$ cat src/rtl/icu.sv
// ============================================================================
// icu -- instruction cache unit
//
// Sits between the fetch-PC stage (ifu) and decode (idu). A request
// {pc, snpc} is looked up in a direct-mapped cache that holds one 32-bit
// instruction per line. On a miss the word is fetched over an AXI4-Lite
// read channel. The result {pc, snpc, inst} and the exception flags go to
// idu through a registered valid/ready output stage.
//
// Ports:
//   clock, reset        system clock; synchronous active-high reset
//   branch_flush,
//   excp_flush,
//   mret_flush          any of these kills the in-flight instruction
//   fence_i             one-cycle pulse that invalidates every line
//   valid_i / ready_o   upstream handshake
//   ifu_icu_bus_i       {pc[31:0], snpc[31:0]}
//   ifu_excp_bus_i      pc misaligned
//   valid_o / ready_i   downstream handshake
//   icu_idu_bus_o       {pc, snpc, inst}
//   icu_excp_bus_o      bit0 = fetch misaligned, bit1 = access fault
//   araddr, arvalid,
//   arready             AXI4-Lite read address channel
//   rdata, rresp,
//   rvalid, rready      AXI4-Lite read data channel
// ============================================================================
module icu #(
    parameter int INDEX_BITS = 4
) (
    input  logic        clock,
    input  logic        reset,
    input  logic        branch_flush,
    input  logic        excp_flush,
    input  logic        mret_flush,
    input  logic        fence_i,
    input  logic        valid_i,
    input  logic [63:0] ifu_icu_bus_i,
    input  logic        ifu_excp_bus_i,
    output logic        ready_o,
    output logic        valid_o,
    output logic [95:0] icu_idu_bus_o,
    output logic [1:0]  icu_excp_bus_o,
    input  logic        ready_i,
    output logic [31:0] araddr,
    output logic        arvalid,
    input  logic        arready,
    input  logic [31:0] rdata,
    input  logic [1:0]  rresp,
    input  logic        rvalid,
    output logic        rready
);

    localparam int TAG_BITS = 30 - INDEX_BITS;
    localparam int LINES    = 1 << INDEX_BITS;

    typedef enum logic [1:0] {
        S_IDLE,
        S_AR,
        S_R,
        S_DRAIN
    } state_t;

    state_t                state_q, state_d;
    logic                  out_valid_q, out_valid_d;
    logic [95:0]           out_bus_q, out_bus_d;
    logic [1:0]            out_excp_q, out_excp_d;
    logic                  arvalid_q, arvalid_d;
    logic                  rready_q, rready_d;
    logic                  fence_pending_q, fence_pending_d;
    logic [31:0]           pc_q, pc_d;
    logic [31:0]           snpc_q, snpc_d;
    logic [LINES-1:0]      line_valid_q, line_valid_d;
    logic [TAG_BITS-1:0]   tag_q [LINES];
    logic [TAG_BITS-1:0]   tag_d [LINES];
    logic [31:0]           data_q [LINES];
    logic [31:0]           data_d [LINES];

    logic                  flush;
    logic [31:0]           req_pc;
    logic [31:0]           req_snpc;
    logic [INDEX_BITS-1:0] req_idx;
    logic [TAG_BITS-1:0]   req_tag;
    logic                  lookup_hit;
    logic                  accept;
    logic [INDEX_BITS-1:0] fill_idx;
    logic                  refill;

    // Request decode, lookup and the upstream ready. Requests are only taken
    // in IDLE when the output slot is free (or being drained this cycle) and
    // no flush or invalidation is in progress.
    always_comb begin
        flush      = branch_flush | excp_flush | mret_flush;
        req_pc     = ifu_icu_bus_i[63:32];
        req_snpc   = ifu_icu_bus_i[31:0];
        req_idx    = req_pc[INDEX_BITS+1:2];
        req_tag    = req_pc[31:2+INDEX_BITS];
        lookup_hit = line_valid_q[req_idx] && (tag_q[req_idx] == req_tag);
        ready_o    = (state_q == S_IDLE) && (!out_valid_q || ready_i)
                     && !fence_pending_q && !fence_i && !flush;
        accept     = valid_i && ready_o;
        fill_idx   = pc_q[INDEX_BITS+1:2];
    end

    // Next-state logic. A killed miss is not abandoned on the bus: DRAIN
    // finishes whichever handshakes remain so only one transaction is ever
    // outstanding, and an OKAY response still refills the line.
    always_comb begin
        state_d         = state_q;
        arvalid_d       = arvalid_q;
        rready_d        = rready_q;
        pc_d            = pc_q;
        snpc_d          = snpc_q;
        out_bus_d       = out_bus_q;
        out_excp_d      = out_excp_q;
        fence_pending_d = fence_pending_q;
        line_valid_d    = line_valid_q;
        tag_d           = tag_q;
        data_d          = data_q;
        refill          = 1'b0;

        if (flush) begin
            out_valid_d = 1'b0;
        end else if (out_valid_q && ready_i) begin
            out_valid_d = 1'b0;
        end else begin
            out_valid_d = out_valid_q;
        end

        case (state_q)
            S_IDLE: begin
                if (accept) begin
                    pc_d   = req_pc;
                    snpc_d = req_snpc;
                    if (ifu_excp_bus_i) begin
                        out_valid_d = 1'b1;
                        out_bus_d   = {req_pc, req_snpc, 32'h0};
                        out_excp_d  = 2'b01;
                    end else if (lookup_hit) begin
                        out_valid_d = 1'b1;
                        out_bus_d   = {req_pc, req_snpc, data_q[req_idx]};
                        out_excp_d  = 2'b00;
                    end else begin
                        state_d   = S_AR;
                        arvalid_d = 1'b1;
                    end
                end
            end
            S_AR: begin
                if (arready) begin
                    arvalid_d = 1'b0;
                    rready_d  = 1'b1;
                    state_d   = flush ? S_DRAIN : S_R;
                end else if (flush) begin
                    state_d = S_DRAIN;
                end
            end
            S_R: begin
                if (rvalid) begin
                    rready_d = 1'b0;
                    state_d  = S_IDLE;
                    refill   = (rresp == 2'b00);
                    if (!flush) begin
                        out_valid_d = 1'b1;
                        out_bus_d   = {pc_q, snpc_q,
                                       (rresp == 2'b00) ? rdata : 32'h0};
                        out_excp_d  = (rresp == 2'b00) ? 2'b00 : 2'b10;
                    end
                end else if (flush) begin
                    state_d = S_DRAIN;
                end
            end
            S_DRAIN: begin
                if (arvalid_q && arready) begin
                    arvalid_d = 1'b0;
                    rready_d  = 1'b1;
                end
                if (rready_q && rvalid) begin
                    rready_d = 1'b0;
                    state_d  = S_IDLE;
                    refill   = (rresp == 2'b00);
                end
            end
            default: begin
                state_d = S_IDLE;
            end
        endcase

        if (refill) begin
            line_valid_d[fill_idx] = 1'b1;
            tag_d[fill_idx]        = pc_q[31:2+INDEX_BITS];
            data_d[fill_idx]       = rdata;
        end

        // Invalidation is applied last so it wins over a same-cycle refill.
        // Outside IDLE it is deferred to the first IDLE cycle.
        if (state_q == S_IDLE) begin
            if (fence_i || fence_pending_q) begin
                line_valid_d = '0;
            end
            fence_pending_d = 1'b0;
        end else if (fence_i) begin
            fence_pending_d = 1'b1;
        end
    end

    // Single state register for the FSM, the cache arrays and the outputs.
    always_ff @(posedge clock) begin
        if (reset) begin
            state_q         <= S_IDLE;
            out_valid_q     <= 1'b0;
            out_bus_q       <= '0;
            out_excp_q      <= '0;
            arvalid_q       <= 1'b0;
            rready_q        <= 1'b0;
            fence_pending_q <= 1'b0;
            pc_q            <= '0;
            snpc_q          <= '0;
            line_valid_q    <= '0;
            tag_q           <= '{default: '0};
            data_q          <= '{default: '0};
        end else begin
            state_q         <= state_d;
            out_valid_q     <= out_valid_d;
            out_bus_q       <= out_bus_d;
            out_excp_q      <= out_excp_d;
            arvalid_q       <= arvalid_d;
            rready_q        <= rready_d;
            fence_pending_q <= fence_pending_d;
            pc_q            <= pc_d;
            snpc_q          <= snpc_d;
            line_valid_q    <= line_valid_d;
            tag_q           <= tag_d;
            data_q          <= data_d;
        end
    end

    // The output is killed combinationally in a flush cycle.
    always_comb begin
        valid_o        = out_valid_q && !flush;
        icu_idu_bus_o  = out_bus_q;
        icu_excp_bus_o = out_excp_q;
        araddr         = {pc_q[31:2], 2'b00};
        arvalid        = arvalid_q;
        rready         = rready_q;
    end

endmodule

$ cat config.mk
export PLATFORM = sky130hd
export DESIGN_NAME = icu
export DESIGN_NICKNAME = d
export VERILOG_FILES = /design/src/rtl/icu.sv
export SDC_FILE = /design/constraint.sdc
export NUM_CORES = 2
export LEC_CHECK = 0
export ABC_AREA = 1
export ABC_CLOCK_PERIOD_IN_PS = 4450
export BUFFER_PORTS_ARGS = -buffer_cell sky130_fd_sc_hd__buf_2
export CAP_MARGIN = 20
export CORE_UTILIZATION = 45
export CTS_CLUSTER_SIZE = 24
export DETAILED_ROUTE_END_ITERATION = 10
export PLACE_DENSITY = 0.69
export SLEW_MARGIN = 20
export SYNTH_ARGS = -nofsm -noshare
export SYNTH_HDL_FRONTEND = slang
export SYNTH_SLANG_ARGS = --single-unit
$ cat constraint.sdc
create_clock -name clock -period 4.45 [get_ports clock]
set_input_delay 0.6675 -clock clock [delete_from_list [all_inputs] [get_ports clock]]
set_output_delay 0.6675 -clock clock [all_outputs]
set_load 0.05 [all_outputs]
==> results.json <==
{
  "pin_count": 243,
  "route.detailed.drc": 2,
  "rows": 121,
  "ys_ff_latch": 1112,
  "root_buffer": "clkbuf_16",
  "setup_viol": 0,
  "ys_warn_count": 0,
  "cts.clk_slew.worst_paths_ns": 0.07,
  "worstMarginPinSlew_ns": 1.14,
  "rsz0062_at_grt": "false",
  "min_path_type": "input port to flip-flop",
  "overflow": 0,
  "path_cells": "nor2_1 > inv_2 > nand2_1 > a211oi_1 > nand3_1 > inv_2 > nand2_1 > nor3_2 > nand2_4 > buf_12 > o21ai_0 > a21oi_1",
  "synthCells": 7031,
  "tritoncts": "done",
  "final_area_um2": 55000,
  "layout_commonest_cell": "a21oi_1",
  "critPathCaptureType": "flip-flop",
  "rrSetupSlack_ns": 1.03,
  "worstSetupPathType": "flip-flop to flip-flop",
  "cts_resized": 0,
  "grt_pass1_wl_um": 247000,
  "netlist_area_um2": 49500,
  "post-place-ws_ns": 0.592,
  "numCtsBuffers": 110,
  "place_area_um2": 51300,
  "die_x_um": 334,
  "die_h_um": 334,
  "synth-edff-count": 0,
  "start_util_pct": 45.4,
  "final_max_slew_viol_count": 0,
  "syn2layout_area_growth_pct": 11.2,
  "ant_nets": 0,
  "wirelength_um": 161000,
  "async_flop_share_pct": 0,
  "ctsHoldBuffers": 0,
  "clk-insertion-delay-late_ns": 0.69,
  "start_kind": "flip-flop",
  "avgSynthCellArea_um2": 7.04,
  "seqCellArea_um2": 22300,
  "critical_path.max_stage_delay_ns": 0.60,
  "slowest_stage": "nand2_4",
  "die-area_um2": 111000,
  "grt_start_max_net_pins": 143,
  "ys_types": 30,
  "antenna_found_initial": 13,
  "cts_max_level": 3,
  "status": "finished, violations left",
  "multi_input_area_um2": 21200,
  "critPathArrivalTime_ns": 3.97,
  "violations": "DRC",
  "gp_congestion": 0.850,
  "vdd_drop_max_v": 0.000325,
  "relSlewSlack_pct": 24.3,
  "finalHoldViolCount": 0,
  "clkSinkCount": 1112,
  "timing.fmax_mhz": 293,
  "cp_max_fo": 64,
  "fin_nets": 6952,
  "grt_pass1_vias": 41900,
  "drive_above_1_share_pct": 8.45,
  "period_needed_ns": 3.42,
  "wl_per_cell_um": 19.3,
  "first_iter_violations": 4825,
  "port_buffers": 240,
  "synthFlopType": "dfxtp_1",
  "postCtsSetupRepairBufs": 0,
  "postLayoutSetupSlackWorst_ns": 1.03,
  "dp_hpwl_um": 89200,
  "finalCritPeriodShare_pct": 76.8,
  "cap_viol_max_count": 0,
  "first_pass_iters": 9,
  "fill_cells": 10600,
  "clock_skew_ns": 0.0229,
  "tns_ns": 0,
  "layout_common_cells": "1,203 x a21oi_1, 1,112 x dfxtp_1, 987 x o21ai_0",
  "coreArea_um2": 109000,
  "clockBufferDepth": 3,
  "p_per_area_nw_per_um2": 385,
  "num_vias": 46600,
  "yosysSeqAreaShare_pct": 45.0,
  "routed_via_density": 5.57,
  "cp.required_ns": 5.01,
  "power.leakage_nw": 20.5,
  "grt_usage_pct": 27.9
}
-- final cells by class --
type / instances / area share [%]
inverter: 926 / 6.37
tap: 1414 / 3.22
multi-input combinational: 4325 / 38.4
antenna: 10 / 0.0455
timing repair buffer: 368 / 4.77
clock inverter: 41 / 0.757
sequential: 1112 / 40.5
clock buffer: 160 / 5.93
-- stage by stage --
| stage | utilization, % | power, mW | std cells | hold WS [ns] |
|---|---|---|---|---|
| 3_3_place_gp | 47.1 | 11.8 | 8145 | 0.427 |
| 5_1_grt | 50.5 | 21.8 | 8350 | 0.244 |
| 2_1_floorplan | - | 11.3 | 7032 | 0.420 |
| 4_1_cts | 50.5 | 21.2 | 8346 | 0.208 |
| 3_5_place_dp | 47.1 | 11.8 | 8145 | 0.431 |
| 6_report | 50.5 | 21.2 | 8356 | 0.242 |
-- worst max-delay path: cells and delay by family (launching register included) --
family / cells / cell delay [ns]
AOI/OAI and AO/OA: 3 / 0.50
buffers and inverters: 3 / 0.64
DFF: 1 / 0.42
and+or+nand+nor: 6 / 1.68
-- routing by layer --
metal	GRT usage (%)	vias to the layer above	wire (um)
met4	13.8	14	8200
met5	0	-	104
li1	-	22700	-
met1	36.5	21600	67900
met2	45.3	1824	73700
met3	3.45	375	11500
-- sequential cells by signal (all words and copies together) (netlist names) --
name             count
line_valid_q        16
tag_q              416
icu_idu_bus_o       96
fence_pending_q      1
icu_excp_bus_o       2
arvalid              1
state_q              2
pc_q                32
snpc_q              32
out_valid_q          1
data_q             512
rready               1
-- path summary, 6_finish.rpt --
| kind | cells past startpoint | endpoint | start |
|---|---|---|---|
| max reg2reg | 12 | data_q[346] | state_q[1] |
| min reg2reg | 2 | data_q[291] | data_q[291] |
| max | 12 | data_q[346] | state_q[1] |
| min | 3 | snpc_q[8] | ifu_icu_bus_i[8] |
-- synthesized netlist by cell type (all sizes together), types with 32 or more instances --
cell	count	share of area, %
buf	145	1.6
dfxtp	1112	45
a21oi	1203	12
o31ai	32	0.49
nand2	855	6.5
nor2	332	2.5
o21ai	993	10
a211oi	175	2.7
inv	924	7.0
mux2i	33	0.67
clkbuf	524	4.0
nand3	649	6.6
o211ai	38	0.58
-- cells by family (layout without fill, tap and decap cells) --
kind of cell,after synthesis,after routing,synth area share (%)
buffers and inverters,1595,1495,12.6
muxes,33,33,0.668
and+or+nand+nor,1848,1848,15.8
DFF,1112,1112,45.0
AOI/OAI and AO/OA,2442,2442,26.0
other,1,12,0.00758
-- report_power, final --
part	switching, mW	leakage (nW)	internal [mW]	total, mW
Clock	4.01	1.84	5.52	9.53
Combinational	1.15	9.76	0.454	1.61
Sequential	0.0452	8.95	9.97	10.0
Note: power is estimated with default switching activity, not from simulation.
